==> src/rtl/pe_sched_pkg.sv <==
// pe_sched_pkg: shared types for the PE sequencer.
//   state_t - job FSM states
//   TAG_*   - IFM word tags, {first_of_row, last_of_row}
package pe_sched_pkg;

  typedef enum logic [2:0] {
    ST_IDLE,
    ST_START,
    ST_LOAD_FIL,
    ST_LOAD_IFM,
    ST_DRAIN,
    ST_DONE
  } state_t;

  localparam logic [1:0] TAG_MID    = 2'b00;
  localparam logic [1:0] TAG_LAST   = 2'b01;
  localparam logic [1:0] TAG_FIRST  = 2'b10;
  localparam logic [1:0] TAG_SINGLE = 2'b11;

  function automatic logic [1:0] row_tag(input logic first, input logic last);
    if (first && last) return TAG_SINGLE;
    if (first)         return TAG_FIRST;
    if (last)          return TAG_LAST;
    return TAG_MID;
  endfunction

endpackage

==> src/rtl/pe_sched_rowcnt.sv <==
// pe_sched_rowcnt: column/row counter pair for IFM streaming.
//   clk, rst_n          clock, async active-low reset
//   clr                 zero both counters (wins over adv)
//   adv                 one IFM word transferred this cycle
//   row_len, num_rows   job geometry
//   tag                 tag for the word currently offered
//   last_word           current word is the last word of the last row
module pe_sched_rowcnt
  import pe_sched_pkg::*;
#(
  parameter int ROW_W  = 8,
  parameter int NROW_W = 8
) (
  input  logic              clk,
  input  logic              rst_n,
  input  logic              clr,
  input  logic              adv,
  input  logic [ROW_W-1:0]  row_len,
  input  logic [NROW_W-1:0] num_rows,
  output logic [1:0]        tag,
  output logic              last_word
);

  logic [ROW_W-1:0]  col;
  logic [NROW_W-1:0] row;
  logic              col_last;
  logic              row_last;

  assign col_last  = (col == row_len - ROW_W'(1));
  assign row_last  = (row == num_rows - NROW_W'(1));
  assign last_word = col_last && row_last;
  assign tag       = row_tag(col == '0, col_last);

  always_ff @(posedge clk or negedge rst_n) begin
    if (!rst_n) begin
      col <= '0;
      row <= '0;
    end else if (clr) begin
      col <= '0;
      row <= '0;
    end else if (adv) begin
      if (col_last) begin
        col <= '0;
        row <= row + NROW_W'(1);
      end else begin
        col <= col + ROW_W'(1);
      end
    end
  end

endmodule

==> src/rtl/pe_sched.sv <==
// pe_sched: job sequencer for one convolution PE.
//   cfg_*            job config, latched on cfg_go in IDLE
//   abort            return to IDLE from any active state, no done
//   fil_* / ifm_*    source streams, passed through to the PE write ports
//   pe_*             PE control, write and read ports
//   out_*            result stream drained from the PE read port
//   busy / done      job activity / one-cycle completion pulse
// Stream handshakes are combinational gates keyed off the registered state,
// so every output is zero while in reset or outside its active state.
module pe_sched
  import pe_sched_pkg::*;
#(
  parameter int DATA_WIDTH = 16,
  parameter int S          = 3,
  parameter int F          = 3,
  parameter int ROW_W      = 8,
  parameter int NROW_W     = 8,
  parameter int OUT_W      = 2*DATA_WIDTH-1
) (
  input  logic                    clk,
  input  logic                    rst_n,
  input  logic                    cfg_go,
  input  logic                    abort,
  input  logic [S-1:0]            cfg_stride,
  input  logic [F-1:0]            cfg_filter_size,
  input  logic [1:0]              cfg_mode,
  input  logic [ROW_W-1:0]        cfg_row_len,
  input  logic [NROW_W-1:0]       cfg_num_rows,
  input  logic [ROW_W+NROW_W-1:0] cfg_out_cnt,
  input  logic [DATA_WIDTH-1:0]   fil_data,
  input  logic                    fil_valid,
  output logic                    fil_ready,
  input  logic [DATA_WIDTH-1:0]   ifm_data,
  input  logic                    ifm_valid,
  output logic                    ifm_ready,
  output logic                    pe_start,
  output logic [S-1:0]            pe_stride,
  output logic [F-1:0]            pe_filter_size,
  output logic [1:0]              pe_mode,
  output logic                    pe_w_en_fil,
  output logic [DATA_WIDTH-1:0]   pe_data_fil,
  input  logic                    pe_ready_fil,
  output logic                    pe_w_en_ifm,
  output logic [DATA_WIDTH+1:0]   pe_data_ifm,
  input  logic                    pe_ready_ifm,
  output logic                    pe_r_en,
  input  logic [OUT_W-1:0]        pe_out,
  input  logic                    pe_valid,
  output logic [OUT_W-1:0]        out_data,
  output logic                    out_valid,
  input  logic                    out_ready,
  output logic                    busy,
  output logic                    done
);

  localparam int CNT_W = ROW_W + NROW_W;

  state_t            state;
  logic [ROW_W-1:0]  row_len_q;
  logic [NROW_W-1:0] num_rows_q;
  logic [CNT_W-1:0]  out_cnt_q;
  logic [F-1:0]      fil_cnt;
  logic [CNT_W-1:0]  rd_cnt;

  logic in_fil, in_ifm, in_drain;
  logic fil_xfer, ifm_xfer, rd_xfer;
  logic [1:0] ifm_tag;
  logic ifm_last;
  state_t after_ifm, after_fil, after_start;

  assign in_fil   = (state == ST_LOAD_FIL);
  assign in_ifm   = (state == ST_LOAD_IFM);
  assign in_drain = (state == ST_DRAIN);

  assign fil_ready   = in_fil && pe_ready_fil;
  assign pe_w_en_fil = in_fil && fil_valid && pe_ready_fil;
  assign pe_data_fil = in_fil ? fil_data : '0;
  assign fil_xfer    = pe_w_en_fil;

  assign ifm_ready   = in_ifm && pe_ready_ifm;
  assign pe_w_en_ifm = in_ifm && ifm_valid && pe_ready_ifm;
  assign pe_data_ifm = in_ifm ? {ifm_tag, ifm_data} : '0;
  assign ifm_xfer    = pe_w_en_ifm;

  assign pe_r_en   = in_drain && out_ready;
  assign out_valid = in_drain && pe_valid;
  assign out_data  = in_drain ? pe_out : '0;
  assign rd_xfer   = pe_r_en && pe_valid;

  assign pe_start = (state == ST_START);
  assign done     = (state == ST_DONE);
  assign busy     = (state != ST_IDLE);

  // Zero-length phases are skipped; resolve the chain back to front so each
  // exit goes straight to the next phase that has work.
  always_comb begin
    after_ifm   = (out_cnt_q == '0) ? ST_DONE : ST_DRAIN;
    after_fil   = (row_len_q == '0 || num_rows_q == '0) ? after_ifm : ST_LOAD_IFM;
    after_start = (pe_filter_size == '0) ? after_fil : ST_LOAD_FIL;
  end

  // Counters are held clear outside LOAD_IFM, and abort clears them.
  pe_sched_rowcnt #(.ROW_W(ROW_W), .NROW_W(NROW_W)) u_rowcnt (
    .clk       (clk),
    .rst_n     (rst_n),
    .clr       (!in_ifm || abort),
    .adv       (ifm_xfer),
    .row_len   (row_len_q),
    .num_rows  (num_rows_q),
    .tag       (ifm_tag),
    .last_word (ifm_last)
  );

  always_ff @(posedge clk or negedge rst_n) begin
    if (!rst_n) begin
      state          <= ST_IDLE;
      pe_stride      <= '0;
      pe_filter_size <= '0;
      pe_mode        <= '0;
      row_len_q      <= '0;
      num_rows_q     <= '0;
      out_cnt_q      <= '0;
      fil_cnt        <= '0;
      rd_cnt         <= '0;
    end else if (abort && state != ST_IDLE) begin
      state   <= ST_IDLE;
      fil_cnt <= '0;
      rd_cnt  <= '0;
    end else begin
      case (state)
        ST_IDLE: if (cfg_go) begin
          pe_stride      <= cfg_stride;
          pe_filter_size <= cfg_filter_size;
          pe_mode        <= cfg_mode;
          row_len_q      <= cfg_row_len;
          num_rows_q     <= cfg_num_rows;
          out_cnt_q      <= cfg_out_cnt;
          fil_cnt        <= '0;
          rd_cnt         <= '0;
          state          <= ST_START;
        end
        ST_START: state <= after_start;
        ST_LOAD_FIL: if (fil_xfer) begin
          if (fil_cnt == pe_filter_size - F'(1)) begin
            fil_cnt <= '0;
            state   <= after_fil;
          end else begin
            fil_cnt <= fil_cnt + F'(1);
          end
        end
        ST_LOAD_IFM: if (ifm_xfer && ifm_last) state <= after_ifm;
        ST_DRAIN: if (rd_xfer) begin
          if (rd_cnt == out_cnt_q - CNT_W'(1)) begin
            rd_cnt <= '0;
            state  <= ST_DONE;
          end else begin
            rd_cnt <= rd_cnt + CNT_W'(1);
          end
        end
        ST_DONE: state <= ST_IDLE;
        default: state <= ST_IDLE;
      endcase
    end
  end

endmodule

==> config.mk <==
export PLATFORM = sky130hd
export DESIGN_NAME = pe_sched
export DESIGN_NICKNAME = d
export VERILOG_FILES = /design/src/rtl/pe_sched_pkg.sv /design/src/rtl/pe_sched_rowcnt.sv /design/src/rtl/pe_sched.sv
export SDC_FILE = /design/constraint.sdc
export NUM_CORES = 1
export LEC_CHECK = 0
export ABC_CLOCK_PERIOD_IN_PS = 3700
export BUFFER_PORTS_ARGS = -buffer_cell sky130_fd_sc_hd__buf_4
export CAP_MARGIN = 40
export CORE_ASPECT_RATIO = 0.7
export CORE_UTILIZATION = 44
export CTS_CLUSTER_SIZE = 10
export DETAILED_ROUTE_END_ITERATION = 10
export MAX_ROUTING_LAYER = met4
export PLACE_DENSITY = 0.72
export SYNTH_ARGS = -nofsm -noshare
export SYNTH_HDL_FRONTEND = slang
export SYNTH_SLANG_ARGS = --single-unit
==> constraint.sdc <==
create_clock -name clk -period 3.7 [get_ports clk]
set_clock_uncertainty 0.1 [all_clocks]
set_input_delay 0.74 -clock clk [delete_from_list [all_inputs] [get_ports clk]]
set_output_delay 0.74 -clock clk [all_outputs]
set_load 0.05 [all_outputs]
=== Word-level counts from Yosys, hierarchy flattened ===
Index checks and enable logic that the tools add are counted.

* Add/subtract/negate cells: 8
* Multiply operators: 0
* Div/mod/pow operators: 0
* $lt $le $gt $ge: 0
* Equality and inequality tests: 15
* Shifts and indexed selects: 0
* Muxes and demuxes: 42
* Bitwise gates (word level): 1
* Reductions and logical operators: 32

{| class="wikitable"
|+ Operators by type and width
! cell !! count
|-
| 2-to-1 mux 16 bit || 5
|-
| 2-to-1 mux 8 bit || 6
|-
| 2-to-1 mux 3 bit || 13
|-
| case mux 16 bit (2 select lines) || 1
|-
| 2-to-1 mux 31 bit || 1
|-
| logical NOT 8 bit || 3
|-
| 2-to-1 mux 18 bit || 1
|-
| adder 16 x 1 -> 16 bit, second input constant || 1
|-
| adder 8 x 1 -> 8 bit, second input constant || 2
|-
| equality test 16 bit || 1
|-
| equality test 8 bit || 2
|-
| logical NOT 16 bit || 1
|-
| subtractor 16 x 1 -> 16 bit, second input constant || 1
|-
| subtractor 8 x 1 -> 8 bit, second input constant || 2
|-
| case mux 3 bit (5 select lines) || 1
|-
| logical AND 1 bit || 13
|-
| 2-to-1 mux 2 bit || 6
|-
| != test 3 x 1 -> 1 bit, second input constant || 4
|-
| AND reduction 3 bit || 3
|-
| nonzero test 3 bit || 3
|-
| 2-to-1 mux 1 bit || 7
|-
| equality test 3 x 2 -> 1 bit, second input constant || 2
|-
| equality test 3 bit, second input constant || 2
|-
| logical NOT 3 bit || 2
|-
| 13 further kinds || 15
|}

* Bits in registers: 78
* Bits in latches: 0
* Bits in writable memories: 0
* Memory bits (read-only): 0
* Input port bits: 113
* Output and inout port bits: 82
* Word-level logic and storage cells: 109
* Memories kept: 0

=== Longest topological paths before layout ===
* Depth after elaboration: 11
* Depth in mapped cells: 10
* Depth with buffers taken out: 9

=== Hierarchy ===
Synthesis repeated with hierarchy kept, for this count alone.

* Cells, all modules: 564
* Area total of the unflattened synthesis: 5231.3 sq um

{| class="wikitable"
|+ Modules (own cells, without submodules)
! module !! times used !! cells each !! area each (sq um) !! seq. area each (sq um)
|-
| pe_sched || 1 || 405 || 3866.2 || 1551.5
|-
| pe_sched_rowcnt || 1 || 159 || 1365.1 || 400.4
|}

=== Least setup slack after synthesis ===
No wires, ideal clock.

* Kind: register -> output
* Start point: register state[1]
* End point: output pe_data_ifm[17]
* Arrival: 2646 ps
* Data required time: 2860 ps
* Setup slack: 214 ps
* Cell stages (with the launch flop): 7
* Path buffers: 2
* Cell sequence: dfrtp_1 -> clkbuf_1 -> inv_1 -> nor3_1 -> clkbuf_1 -> nand2_1 -> nor4_1

* Longest elaborated chain between the ends: 2

{| class="wikitable"
|+ Ends and longest elaborated chain
! element !! RTL line !! text
|-
| start: declaration || pe_sched.sv:58 || <nowiki>state_t state;</nowiki>
|-
| start signal: assignment || pe_sched.sv:142 || <nowiki>ST_START: state <= after_start;</nowiki>
|-
| start signal: assignment || pe_sched.sv:146 || <nowiki>state <= after_fil;</nowiki>
|-
| start signal: assignment || pe_sched.sv:151 || <nowiki>ST_LOAD_IFM: if (ifm_xfer && ifm_last) state <= after_ifm;</nowiki>
|-
| equality test 3 x 2 -> 1 bit || pe_sched.sv:72 || <nowiki>assign in_ifm = (state == ST_LOAD_IFM);</nowiki>
|-
| 2-to-1 mux 18 bit || pe_sched.sv:82 || <nowiki>assign pe_data_ifm = in_ifm ? {ifm_tag, ifm_data} : '0;</nowiki>
|-
| end: declaration || pe_sched.sv:44 || <nowiki>output logic [DATA_WIDTH+1:0] pe_data_ifm,</nowiki>
|}

Every way passes these cells.

=== Final worst setup path ===
* Start point: register row_len_q[2]
* End point: output pe_data_ifm[16]

* Longest elaborated chain between the ends: 9
* Elaborated cells on any way between the ends: 12
* Classes of those cells: add/sub (1); eq/ne (1); mux (9); reduce/logical (1)

{| class="wikitable"
|+ Ends and longest elaborated chain
! element !! RTL line !! text
|-
| start: declaration || pe_sched.sv:59 || <nowiki>logic [ROW_W-1:0] row_len_q;</nowiki>
|-
| start signal: assignment || pe_sched.sv:135 || <nowiki>row_len_q <= cfg_row_len;</nowiki>
|-
| subtractor 8 x 1 -> 8 bit (*) || pe_sched_rowcnt.sv:29 || <nowiki>assign col_last = (col == row_len - ROW_W'(1));</nowiki>
|-
| equality test 8 bit (*) || pe_sched_rowcnt.sv:29 ||
|-
| 2-to-1 mux 1 bit (2 in series) || pe_sched_pkg.sv:23 || <nowiki>if (last) return TAG_LAST;</nowiki>
|-
| 2-to-1 mux 1 bit || pe_sched_pkg.sv:22 || <nowiki>if (first) return TAG_FIRST;</nowiki>
|-
| 2-to-1 mux 2 bit || pe_sched_pkg.sv:24 || <nowiki>return TAG_MID;</nowiki>
|-
| 2-to-1 mux 2 bit || pe_sched_pkg.sv:23 ||
|-
| 2-to-1 mux 2 bit (*) || pe_sched_pkg.sv:22 ||
|-
| 2-to-1 mux 18 bit (*) || pe_sched.sv:82 ||
|}

Every way passes the cells marked *; elsewhere a longest branch is shown, timed or not. The select of a mux whose other input is x is not followed.

==> results.sh <==
export IMPL_yosysTopAreaCell="dfrtp_1"
export IMPL_min_path_type="input port to asynchronous set/reset pin"
export IMPL_final_cells=921
export IMPL_routed_wl_mm=17.5
export IMPL_power_switching_mw=2.17
export IMPL_synth_flop_cell="dfrtp_1"
export IMPL_tightest_slew_ns=0.849
export IMPL_layout_nets=886
export IMPL_synth_top_area_share=0.376
export IMPL_post_cts_buffers=0
export IMPL_p_int_mw=2.72
export IMPL_port_buffers=194
export IMPL_leakage_nw=3.42
export IMPL_synth_area_leaders="dfrtp_1 (38%), mux2_2 (6.9%), xnor2_1 (5.7%)"
export IMPL_clk_pin_slew_ns=0.06
export IMPL_cts_htree_levels=3
export IMPL_placed_cells=902
export IMPL_power_density_nw_per_um2=682
export IMPL_synth_cells=571
export IMPL_synth_cell_types=60
export IMPL_cts_tree="yes"
export IMPL_rsz0062_at_grt="false"
export IMPL_fill_cells=993
export IMPL_cts_max_path_buffers=2
export IMPL_arrival_ns=2.51
export IMPL_status="finished, final reports clean"
export IMPL_final_period_utilization=0.906
export IMPL_gp_congestion=0.959
export IMPL_drive_gt1_frac=0.348
export IMPL_place_hpwl_mm=13.7
export IMPL_groute_usage_overall=0.298
export IMPL_async_reset_ff_frac=1.00
export IMPL_die_width_um=132
export IMPL_route_detailed_drc=0
export IMPL_clkPwrFrac=0.196
export IMPL_yosys_warnings=0
export IMPL_drtPass1Iterations=5
export IMPL_io_pins=195
export IMPL_die_h_um=92.8
export IMPL_worstSetupStartpointType="flop"
export IMPL_placed_cell_area_um2=6840
export IMPL_grt_pass1_vias=4936
export IMPL_final_common_cell="buf_4"
export IMPL_design_area_um2=7170
export IMPL_dp_slack_ns=0.489
export IMPL_worstSetupEndpointType="output pin"
export IMPL_power_frac_comb=0.517
export IMPL_grt_overflow=0
export IMPL_coreArea_um2=11300
export IMPL_ir_drop_mv=0.510
export IMPL_ys_seq_area_frac=0.376
export IMPL_finalPower_mw=4.89
export IMPL_worstSetupPathType="flop to output pin"
export IMPL_vias=5133
export IMPL_grt_pass1_wl_mm=27.0
export IMPL_avgRoutedWirePerCell_um=19.0
export IMPL_netlist_area_um2=5190
export IMPL_syn_nets=697
export IMPL_pwr_share_seq=0.287
export IMPL_antenna_left=0
export IMPL_worst_ep_required_time_ns=2.86
export IMPL_start_util=0.461
export IMPL_synth_edf_count=0
export IMPL_worst_skew_pair_late_latency_ns=0.33
export IMPL_cts_resized=0
export IMPL_grt_antenna_before_repair=4
export IMPL_grt_start_max_net_pins=52
export IMPL_clock_sinks=78
export IMPL_cap_violations=0
export IMPL_netSwitchingFraction=0.443
export IMPL_crit_fanout=8
export IMPL_finalHoldViolations=0
export IMPL_drtIter0Drc=417
export IMPL_fmax_mhz=298
export IMPL_row_count=32
export IMPL_syn2layout_area_growth_pct=38.2
export IMPL_die_area_um2=12200
export IMPL_fin_setup_tns_ns=0
export IMPL_cts_made_buffers=9
export IMPL_ctsRootBufferMaster="clkbuf_16"
export IMPL_setup_ws_ns=0.349
export IMPL_setup_viol=0
export IMPL_avgSynthCellArea_um2=9.08
export IMPL_synth_seq_cells=78
export IMPL_finalCriticalPeriod_ns=3.35
export IMPL_max_slew_margin=0.431
export IMPL_drv_slew=0
export IMPL_post_drt_via_cell_ratio=5.57
export IMPL_layout_common_cells="buf_4 (201), dfrtp_1 (78), nand2_1 (44)"
export IMPL_cts_hold_fix_buffers=0
## cells by family (layout without fill, tap and decap cells)
family,count (synthesis),count (layout),synth area share
and+or+nand+nor,263,263,0.281
DFF,78,78,0.376
AOI/OAI and AO/OA,76,76,0.0972
xor gates and xnor gates,65,65,0.110
buffers and inverters,43,236,0.0326
muxes,33,33,0.0716
adders and majority gates,13,13,0.0314
other,0,4,0
## worst max-delay path, stage by stage, from the launching register on
cell	delay (ns)
dfrtp_1	0.44
or4_1	0.57
nor4_1	0.32
a32oi_1	0.12
nand2_1	0.16
nand4_1	0.19
nor2_1	0.15
buf_4	0.21
## layer usage
metal | part of all wire | track usage | vias up
met4 | 0.018 | 0.0969 | 0
li1 | - | - | 2391
met2 | 0.45 | 0.445 | 226
met3 | 0.069 | 0.0668 | 16
met1 | 0.46 | 0.400 | 2500
met5 | 0 | - | -
## path summary, 6_finish.rpt
check	startpoint	end	slack [ns]	depth (start not counted)
worst max-delay path	row_len_q[2]	pe_data_ifm[16]	0.35	7
worst min-delay path	rst_n	pe_filter_size[2]	0.23	1
worst max register to register	out_cnt_q[0]	rd_cnt[7]	0.47	9
worst min register to register	pe_mode[0]	pe_mode[0]	0.42	1
max in group asynchronous	rst_n	row_len_q[3]	2.68	2
min in group clk	pe_mode[0]	pe_mode[0]	0.42	1
## Yosys cell counts (all sizes together), types with 4 or more instances
| cell | count |
|---|---|
| nand2b | 6 |
| nor2 | 42 |
| xor2 | 31 |
| nand3 | 18 |
| a21oi | 18 |
| or2 | 4 |
| or4 | 5 |
| ha | 13 |
| inv | 19 |
| and2 | 38 |
| nand3b | 4 |
| o211ai | 5 |
| dfrtp | 78 |
| nor3 | 12 |
| nor2b | 5 |
| nand4 | 11 |
| mux2 | 33 |
| nand2 | 44 |
| nor4 | 10 |
| o21ai | 25 |
| clkbuf | 23 |
| or3 | 11 |
| xnor2 | 34 |
| and3 | 38 |
## flip-flops by register name, summed over array words and instances (netlist names)
signal and count:
num_rows_q 8, pe_filter_size 3, u_rowcnt.row 8, pe_stride 3
pe_mode 2, row_len_q 8, fil_cnt 3, state 3
rd_cnt 16, out_cnt_q 16, u_rowcnt.col 8
## power by group through the flow
stage	Combinational (mW)	Clock, mW	Sequential, mW
after floorplan	1.72	0	1.47
after global placement	2.47	0	1.39
after detailed placement	2.52	0	1.41
after CTS	2.53	0.977	1.40
after global routing	2.73	1.01	1.45
final	2.53	0.960	1.41
## cell type report
cell class	count	area (um^2)	share of cell area
clock buffer	11	253	0.0353
tap	153	191	0.0267
multi-input combinational	450	3080	0.430
antenna	4	10.0	0.00140
timing repair buffer	202	1540	0.214
sequential	78	1950	0.272
inverter	19	71.3	0.00995
clock inverter	4	70.1	0.00977
## metrics by stage
step	util	hold WS, ns
final	0.637	0.225
after global routing	0.637	0.251
after CTS	0.636	0.240
after detailed placement	0.608	0.401
after global placement	0.605	0.393
after floorplan	-	0.344
Power figures use the tool's default switching activity.
